### src/rtl/vx_alu_dot8.sv
// Packed int8/uint8 dot-product PE: per lane, sum of four byte products of rs1 and rs2.
// Latency: LATENCY cycles from accept to result_valid. S0 holds the products and S1 the
// lane sums; any further stages are plain registers.
// Backpressure: the stages form a stall chain that collapses bubbles. execute_ready drops
// only when every stage is valid and result_ready is low.
//
// Ports:
//   clk, reset        : clock; synchronous active-high reset (clears the stage valid bits only)
//   execute_*         : input transaction (valid/ready, tag, tmask, is_signed, rs1, rs2)
//   result_*          : output transaction (valid/ready, tag, tmask, per-lane XLEN-bit dot product)
module vx_alu_dot8 #(
  parameter int NUM_LANES = 4,
  parameter int XLEN      = 32,
  parameter int LATENCY   = 2,
  parameter int TAG_WIDTH = 64
) (
  input  logic                      clk,
  input  logic                      reset,
  input  logic                      execute_valid,
  output logic                      execute_ready,
  input  logic [TAG_WIDTH-1:0]      execute_tag,
  input  logic [NUM_LANES-1:0]      execute_tmask,
  input  logic                      execute_is_signed,
  input  logic [NUM_LANES*XLEN-1:0] execute_rs1,
  input  logic [NUM_LANES*XLEN-1:0] execute_rs2,
  output logic                      result_valid,
  input  logic                      result_ready,
  output logic [TAG_WIDTH-1:0]      result_tag,
  output logic [NUM_LANES-1:0]      result_tmask,
  output logic [NUM_LANES*XLEN-1:0] result_data
);

  // A 9x9 signed byte product fits in 17 bits (65025 is the largest magnitude).
  // Four of these summed fit in 19 bits signed (260100 < 2^18).
  localparam int PW = 17;
  localparam int SW = 19;

  if (XLEN != 32 || LATENCY < 2) begin : g_param_check
    $error("vx_alu_dot8: XLEN must be 32 and LATENCY must be >= 2");
  end

  logic [LATENCY-1:0]                    v;
  logic [LATENCY-1:0]                    adv;
  logic [TAG_WIDTH-1:0]                  tag_q   [LATENCY];
  logic [NUM_LANES-1:0]                  tmask_q [LATENCY];
  logic [NUM_LANES-1:0][3:0][PW-1:0]     prod_d;
  logic [NUM_LANES-1:0][3:0][PW-1:0]     prod_q;
  logic [NUM_LANES*XLEN-1:0]             sum_d;
  // res_q[k] belongs to stage S(k+1); S0 carries products instead of sums.
  logic [NUM_LANES*XLEN-1:0]             res_q   [LATENCY-1];

  // Stall chain. adv[s] = !v[s] || adv[s+1], with the last stage tied to result_ready.
  // It is written in closed form: stage s may advance unless every stage from s to the
  // output is valid and the output is stalled. This avoids a combinational loop on the
  // adv vector.
  always_comb begin
    logic full_above;
    adv        = '0;
    full_above = 1'b0;
    for (int s = 0; s < LATENCY; s++) begin
      full_above = 1'b1;
      for (int k = s; k < LATENCY; k++) begin
        full_above = full_above & v[k];
      end
      adv[s] = result_ready || !full_above;
    end
  end

  assign execute_ready = adv[0];

  // Stage 0 multiply. Operands are widened to 9 bits (sign bit or zero) and then to the
  // product width, so one signed multiply covers both modes. Masked lanes load zeros so
  // their product registers do not toggle.
  always_comb begin
    logic [8:0]    a9;
    logic [8:0]    b9;
    logic [PW-1:0] a_ext;
    logic [PW-1:0] b_ext;
    prod_d = '0;
    a9     = '0;
    b9     = '0;
    a_ext  = '0;
    b_ext  = '0;
    for (int j = 0; j < NUM_LANES; j++) begin
      for (int i = 0; i < 4; i++) begin
        a9    = {execute_is_signed & execute_rs1[j*XLEN + 8*i + 7], execute_rs1[j*XLEN + 8*i +: 8]};
        b9    = {execute_is_signed & execute_rs2[j*XLEN + 8*i + 7], execute_rs2[j*XLEN + 8*i +: 8]};
        a_ext = {{(PW-9){a9[8]}}, a9};
        b_ext = {{(PW-9){b9[8]}}, b9};
        if (execute_tmask[j]) begin
          prod_d[j][i] = a_ext * b_ext;
        end
      end
    end
  end

  // Stage 1 add tree. The products are sign-extended, summed, and the sum is widened to
  // XLEN. Masked lanes already hold zero products, so their sum is zero.
  always_comb begin
    logic [SW-1:0] acc;
    sum_d = '0;
    acc   = '0;
    for (int j = 0; j < NUM_LANES; j++) begin
      acc = '0;
      for (int i = 0; i < 4; i++) begin
        acc = acc + {{(SW-PW){prod_q[j][i][PW-1]}}, prod_q[j][i]};
      end
      sum_d[j*XLEN +: XLEN] = {{(XLEN-SW){acc[SW-1]}}, acc};
    end
  end

  // Valid bits are the only reset state.
  always_ff @(posedge clk) begin
    if (reset) begin
      v <= '0;
    end else begin
      if (adv[0]) begin
        v[0] <= execute_valid;
      end
      for (int s = 1; s < LATENCY; s++) begin
        if (adv[s]) begin
          v[s] <= v[s-1];
        end
      end
    end
  end

  // Payload registers. Each stage loads only when it advances and the incoming slot
  // holds a real transaction. A bubble leaves stale data behind, which is harmless
  // because the valid bit is cleared.
  always_ff @(posedge clk) begin
    if (adv[0] && execute_valid) begin
      prod_q     <= prod_d;
      tag_q[0]   <= execute_tag;
      tmask_q[0] <= execute_tmask;
    end
    if (adv[1] && v[0]) begin
      res_q[0]   <= sum_d;
      tag_q[1]   <= tag_q[0];
      tmask_q[1] <= tmask_q[0];
    end
    for (int s = 2; s < LATENCY; s++) begin
      if (adv[s] && v[s-1]) begin
        res_q[s-1]   <= res_q[s-2];
        tag_q[s]     <= tag_q[s-1];
        tmask_q[s]   <= tmask_q[s-1];
      end
    end
  end

  assign result_valid = v[LATENCY-1];
  assign result_tag   = tag_q[LATENCY-1];
  assign result_tmask = tmask_q[LATENCY-1];
  assign result_data  = res_q[LATENCY-2];

endmodule

### config.mk
export PLATFORM = sky130hd
export DESIGN_NAME = vx_alu_dot8
export DESIGN_NICKNAME = d
export VERILOG_FILES = /design/src/rtl/vx_alu_dot8.sv
export SDC_FILE = /design/constraint.sdc
export NUM_CORES = 2
export LEC_CHECK = 0
export ABC_AREA = 1
export CORE_UTILIZATION = 35
export DETAILED_ROUTE_END_ITERATION = 8
export PLACE_DENSITY = 0.54
export SLEW_MARGIN = 5
export SYNTH_ARGS = -nofsm -noshare
export SYNTH_HDL_FRONTEND = slang
export SYNTH_SLANG_ARGS = --single-unit
### constraint.sdc
create_clock -name clk -period 26.7 [get_ports clk]
set_input_delay 5.34 -clock clk [delete_from_list [all_inputs] [get_ports clk]]
set_output_delay 5.34 -clock clk [all_outputs]
set_load 0.03 [all_outputs]
# Yosys cells after proc, flatten, opt, wreduce, memory -nomap -nowiden
# Memory sizes are Yosys's and may differ from the RTL's.
# Index checks and enable logic that the tools add are counted.
# word_totals
ff_bits	274
ramBits	264
input_bits	329
wordCells	92
mem_count	3
# memory_table
memory	depth	word_bits	rd	rd_clocked_by_memory_dff	wr	line_no	text
res_q	1	128	1	0	1	50	logic [NUM_LANES*XLEN-1:0] res_q [LATENCY-1];
tag_q	2	64	2	0	2	44	logic [TAG_WIDTH-1:0] tag_q [LATENCY];
tmask_q	2	4	2	0	2	45	logic [NUM_LANES-1:0] tmask_q [LATENCY];
# op_classes
n_addsub	12
n_mul	16
n_mux	4
bitwise	33
n_reduce_logical	6
# ops
cell	count
multiplier 9 x 9 -> 17 bit	16
adder 18 x 17 -> 19 bit	4
adder 19 bit	4
adder 17 x 17 -> 18 bit	4
AND 1 bit	33
two-way mux 1 bit	4
logical AND 1 bit	2
zero test 1 bit	2
logical OR 1 bit	2

# Logic depth before layout (Yosys ltp)
# logic_depth
word_depth	6
ltp_mapped	24
depth_no_buf	22

# Least setup slack after synthesis
# No wires, ideal clock.
# synth_path
kind	input port to flip-flop
startpoint	input port result_ready
endpoint	register prod_q[0] (netlist bit) (enable)
arrival_time_ns	19.687
setup_slack_ns	5.958
cell_stages	4
path_cell_list	inv_1 > nand2_1 > nor2_1 > nor2_1
# synth_between
elab_chain_len	2
# synth_lines
item	line_no	text
start, declared	27	input logic result_ready,
logical OR 1 bit	65	adv[s] = result_ready || !full_above;
logical AND 1 bit	132	if (adv[0] && execute_valid) begin
end signal, assigned	133	prod_q <= prod_d;
end, declared	47	logic [NUM_LANES-1:0][3:0][PW-1:0] prod_q;
# No other way between the ends.
# A chain may end at the register's enable or synchronous reset.

# Worst setup path after layout
# layout_path
startpoint	input port result_ready
endpoint	output port execute_ready
# layout_between
elab_chain_len	1
# layout_lines
item	line_no	text
logical OR 1 bit	65	
end, declared	20	output logic execute_ready,
# No other way between the ends.

==> summary.txt <==
Status
  • Outcome: complete, no violations

Floorplan
  • Core box area: 204400 µm²
  • Site Rows: 166
  • # IOs: 527
  • Die ar.: 207300 µm²
  • Initial Util: 35.20%
  • Die Wd: 455.4 µm
  • Die Y: 455.4 µm

Clock tree
  • Clk Latency, worst-skew pair: 0.68 ns
  • Hold-fix buffers, CTS: 0
  • Root Driver: clkbuf_16
  • CTS Buf Count: 66
  • CTS sink count: 486
  • Clock buffer depth: 3
  • Reg clk slew, reported paths: 0.06 ns
  • Post-CTS Setup Bufs: 0
  • TritonCTS clock tree: built
  • Htree depth: 3
  • PostCTS Resize Cnt: 0

Timing
  • Tmin final: 12.23 ns
  • Slew Viols, Final: 0
  • Worst Max-Slew Pin Slew: 0.9460 ns
  • RSZ-0062 raised after global routing: no
  • Period utilization: 45.82%
  • Setup_tns: 0 ns
  • Final setup fails: 0
  • Fmax: 81.74 MHz
  • Final Skew: 0.04463 ns
  • Slew margin rel.: 36.94%
  • Hold Vio Cnt, Final: 0

Layout
  • P&R area growth vs syn: 12.52%
  • Filler cells: 20660
  • Nets@finish: 10650
  • Post-layout instance area: 80940 µm²
  • Most frequent cells in the layout: 2214 x inv_1, 1823 x nand2_1, 1212 x fa_1, 632 x ha_1, 521 x clkdlybuf4s50_1
  • Layout cells sized above 1: 2.146%
  • Commonest non-fill, non-tap cell in the layout: inv_1

Placement
  • HPWL after detailed placement: 149.5 mm
  • Port Buffers: 526
  • Post-DP Area: 78600 µm²
  • Final RePlAce weighted congestion: 0.8784

Detailed routing
  • Via density: 4.615
  • DR pass1 iterations: 7
  • Detail Route Antenna Nets: 0
  • DR iter-0 viols: 2757
  • Routed WL: 180.5 mm
  • DRC Markers: 0
  • WL per Instance: 16.07 µm
  • Vias: 51830

Critical path
  • Critical Path AT: 6.89 ns
  • Crit path launch type: input pin
  • CP Capture Type: output port
  • Worst EP required: 21.36 ns
  • Crit Path Max Fanout: 2
  • Setup CP Type: input pin to output port
  • FF-to-FF path depth: 7

Global route
  • Total gr overflow: 0
  • First-pass GRT wire length: 290.8 mm
  • All-Layer GR Usage: 17.72%
  • Pin count of the biggest net entering global routing: 71
  • Vias in the first global route: 54340
  • Initial antenna violation count: 33

Yosys
  • Synth warn: 0
  • Seq/Total Area, Yosys: 20.26%
  • Top post-synthesis cells by area: fa_1 34%, edfxtp_1 20%, inv_1 12%, ha_1 11%, nand2_1 9.5%
  • Avg Inst Size Synth: 8.692 µm²
  • Count of different cell masters after synthesis: 40
  • Synth top area share: 33.73%
  • Register bit total from synthesis: 486
  • Post-Synthesis Cells: 8276
  • Area of the mapped netlist: 71940 µm²
  • Post-synth top area cell: fa_1
  • Post-Syn Nets: 10450

Run
  • Max Cap Viol: 0

Worst hold path
  • HP Class: register to register
  • WHS Path Cells: 0

Power
  • Pwr dens: 116.3 nW/µm²
  • VDD IR max: 0.1133 mV
  • Leakage: 0.04295 µW
==> layer usage <==
layer / vias to the layer above / global-route usage, % / part of all wire (%)
li1: 24960 / - / -
met1: 25640 / 23.15 / 43
met2: 1041 / 31.25 / 50
met3: 186 / 1.694 / 4.0
met4: 2 / 4.577 / 2.4
met5: - / 0 / 0.0072
==> cell type report <==
type                    count  area (µm²)  share of cell area, %
multi-input cells        5158       46970                  58.03
flip-flops and latches    486       14570                  18.01
inverters                2223        8344                  10.31
repair buffers            540        5348                  6.607
well taps                2688        3363                  4.155
clock buffers              73        1678                  2.073
clock inverters            47       626.9                 0.7745
diodes                     14       35.03                0.04328
==> Yosys cell counts <==
library cell  instances
inv_1              2214
nand2_1            1823
fa_1               1212
ha_1                632
edfxtp_1            484
a21oi_1             369
nor2_1              332
clkbuf_1            248
o21ai_0             206
nand3_1             191
buf_4               120
xor2_1               81
nor3_1               60
xnor2_1              51
nand4_1              49
buf_2                33
nand2_2              22
o21bai_1             22
o31ai_1              17
nand3b_1             14
o21a_1               14
a21o_1               13
or2_2                12
a31oi_1              10
inv_2                 9
nor2_2                5
a21boi_0              4
buf_1                 4
o21ai_1               4
buf_6                 3
nand2_4               3
o211ai_1              3
dfxtp_1               2
nand2b_1              2
nor2_4                2
or2_1                 2
buf_12                1
nand2_8               1
nor4_1                1
o21ai_2               1
==> power by group <==
group	internal [µW]	switching (µW)	leakage, µW
clock	563	392	0.00111
sequential	1350	180	0.00480
combinational	2580	4360	0.0370
==> final timing paths <==
| check | start | end | slack [ns] |
|---|---|---|---|
| max | result_ready | execute_ready | 14.47 |
| min reg2reg | tag_q[0][48] | tag_q[0][112] | 0.42 |
| min | tag_q[0][48] | tag_q[0][112] | 0.42 |
| max reg2reg | v[1] | prod_q[51] | 22.80 |
==> worst max-delay path: stages <==
cell             delay (ns)
clkdlybuf4s50_1        0.42
inv_1                  0.12
nand2_1                0.09
nor2_1                 0.24
inv_1                  0.10
clkdlybuf4s50_1        0.60
==> state kept, by name, summed over array words and instances (netlist names) <==
name     count
res_q       76
prod_q     272
v            2
tmask_q      8
tag_q      128
==> stage by stage <==
stage / setup WS [ns] / hold slack [ns] / cells / total power, µW / util (%)
after global routing: 14.35 / 0.4239 / 11230 / 10540 / 39.60
final: 14.47 / 0.4155 / 11230 / 9417 / 39.60
after floorplan: 5.958 / 0.4003 / 8276 / 6553 / -
after global placement: 14.36 / 0.4005 / 11100 / 8457 / 38.46
after CTS: 14.43 / 0.4167 / 11220 / 9544 / 39.59
after detailed placement: 14.44 / 0.4045 / 11100 / 8493 / 38.46
==> logic make-up (layout without fill, tap and decap cells) <==
group / after synthesis / after routing / synth area share, %
buffers and inverters: 2632 / 2883 / 14.47
adders and majority gates: 1844 / 1844 / 44.72
DFF: 486 / 486 / 20.26
and+or+nand+nor: 2519 / 2519 / 14.05
xor gates and xnor gates: 132 / 132 / 1.607
other: 0 / 14 / 0
AOI/OAI and AO/OA: 663 / 663 / 4.889
Note: power is estimated with default switching activity, not from simulation.
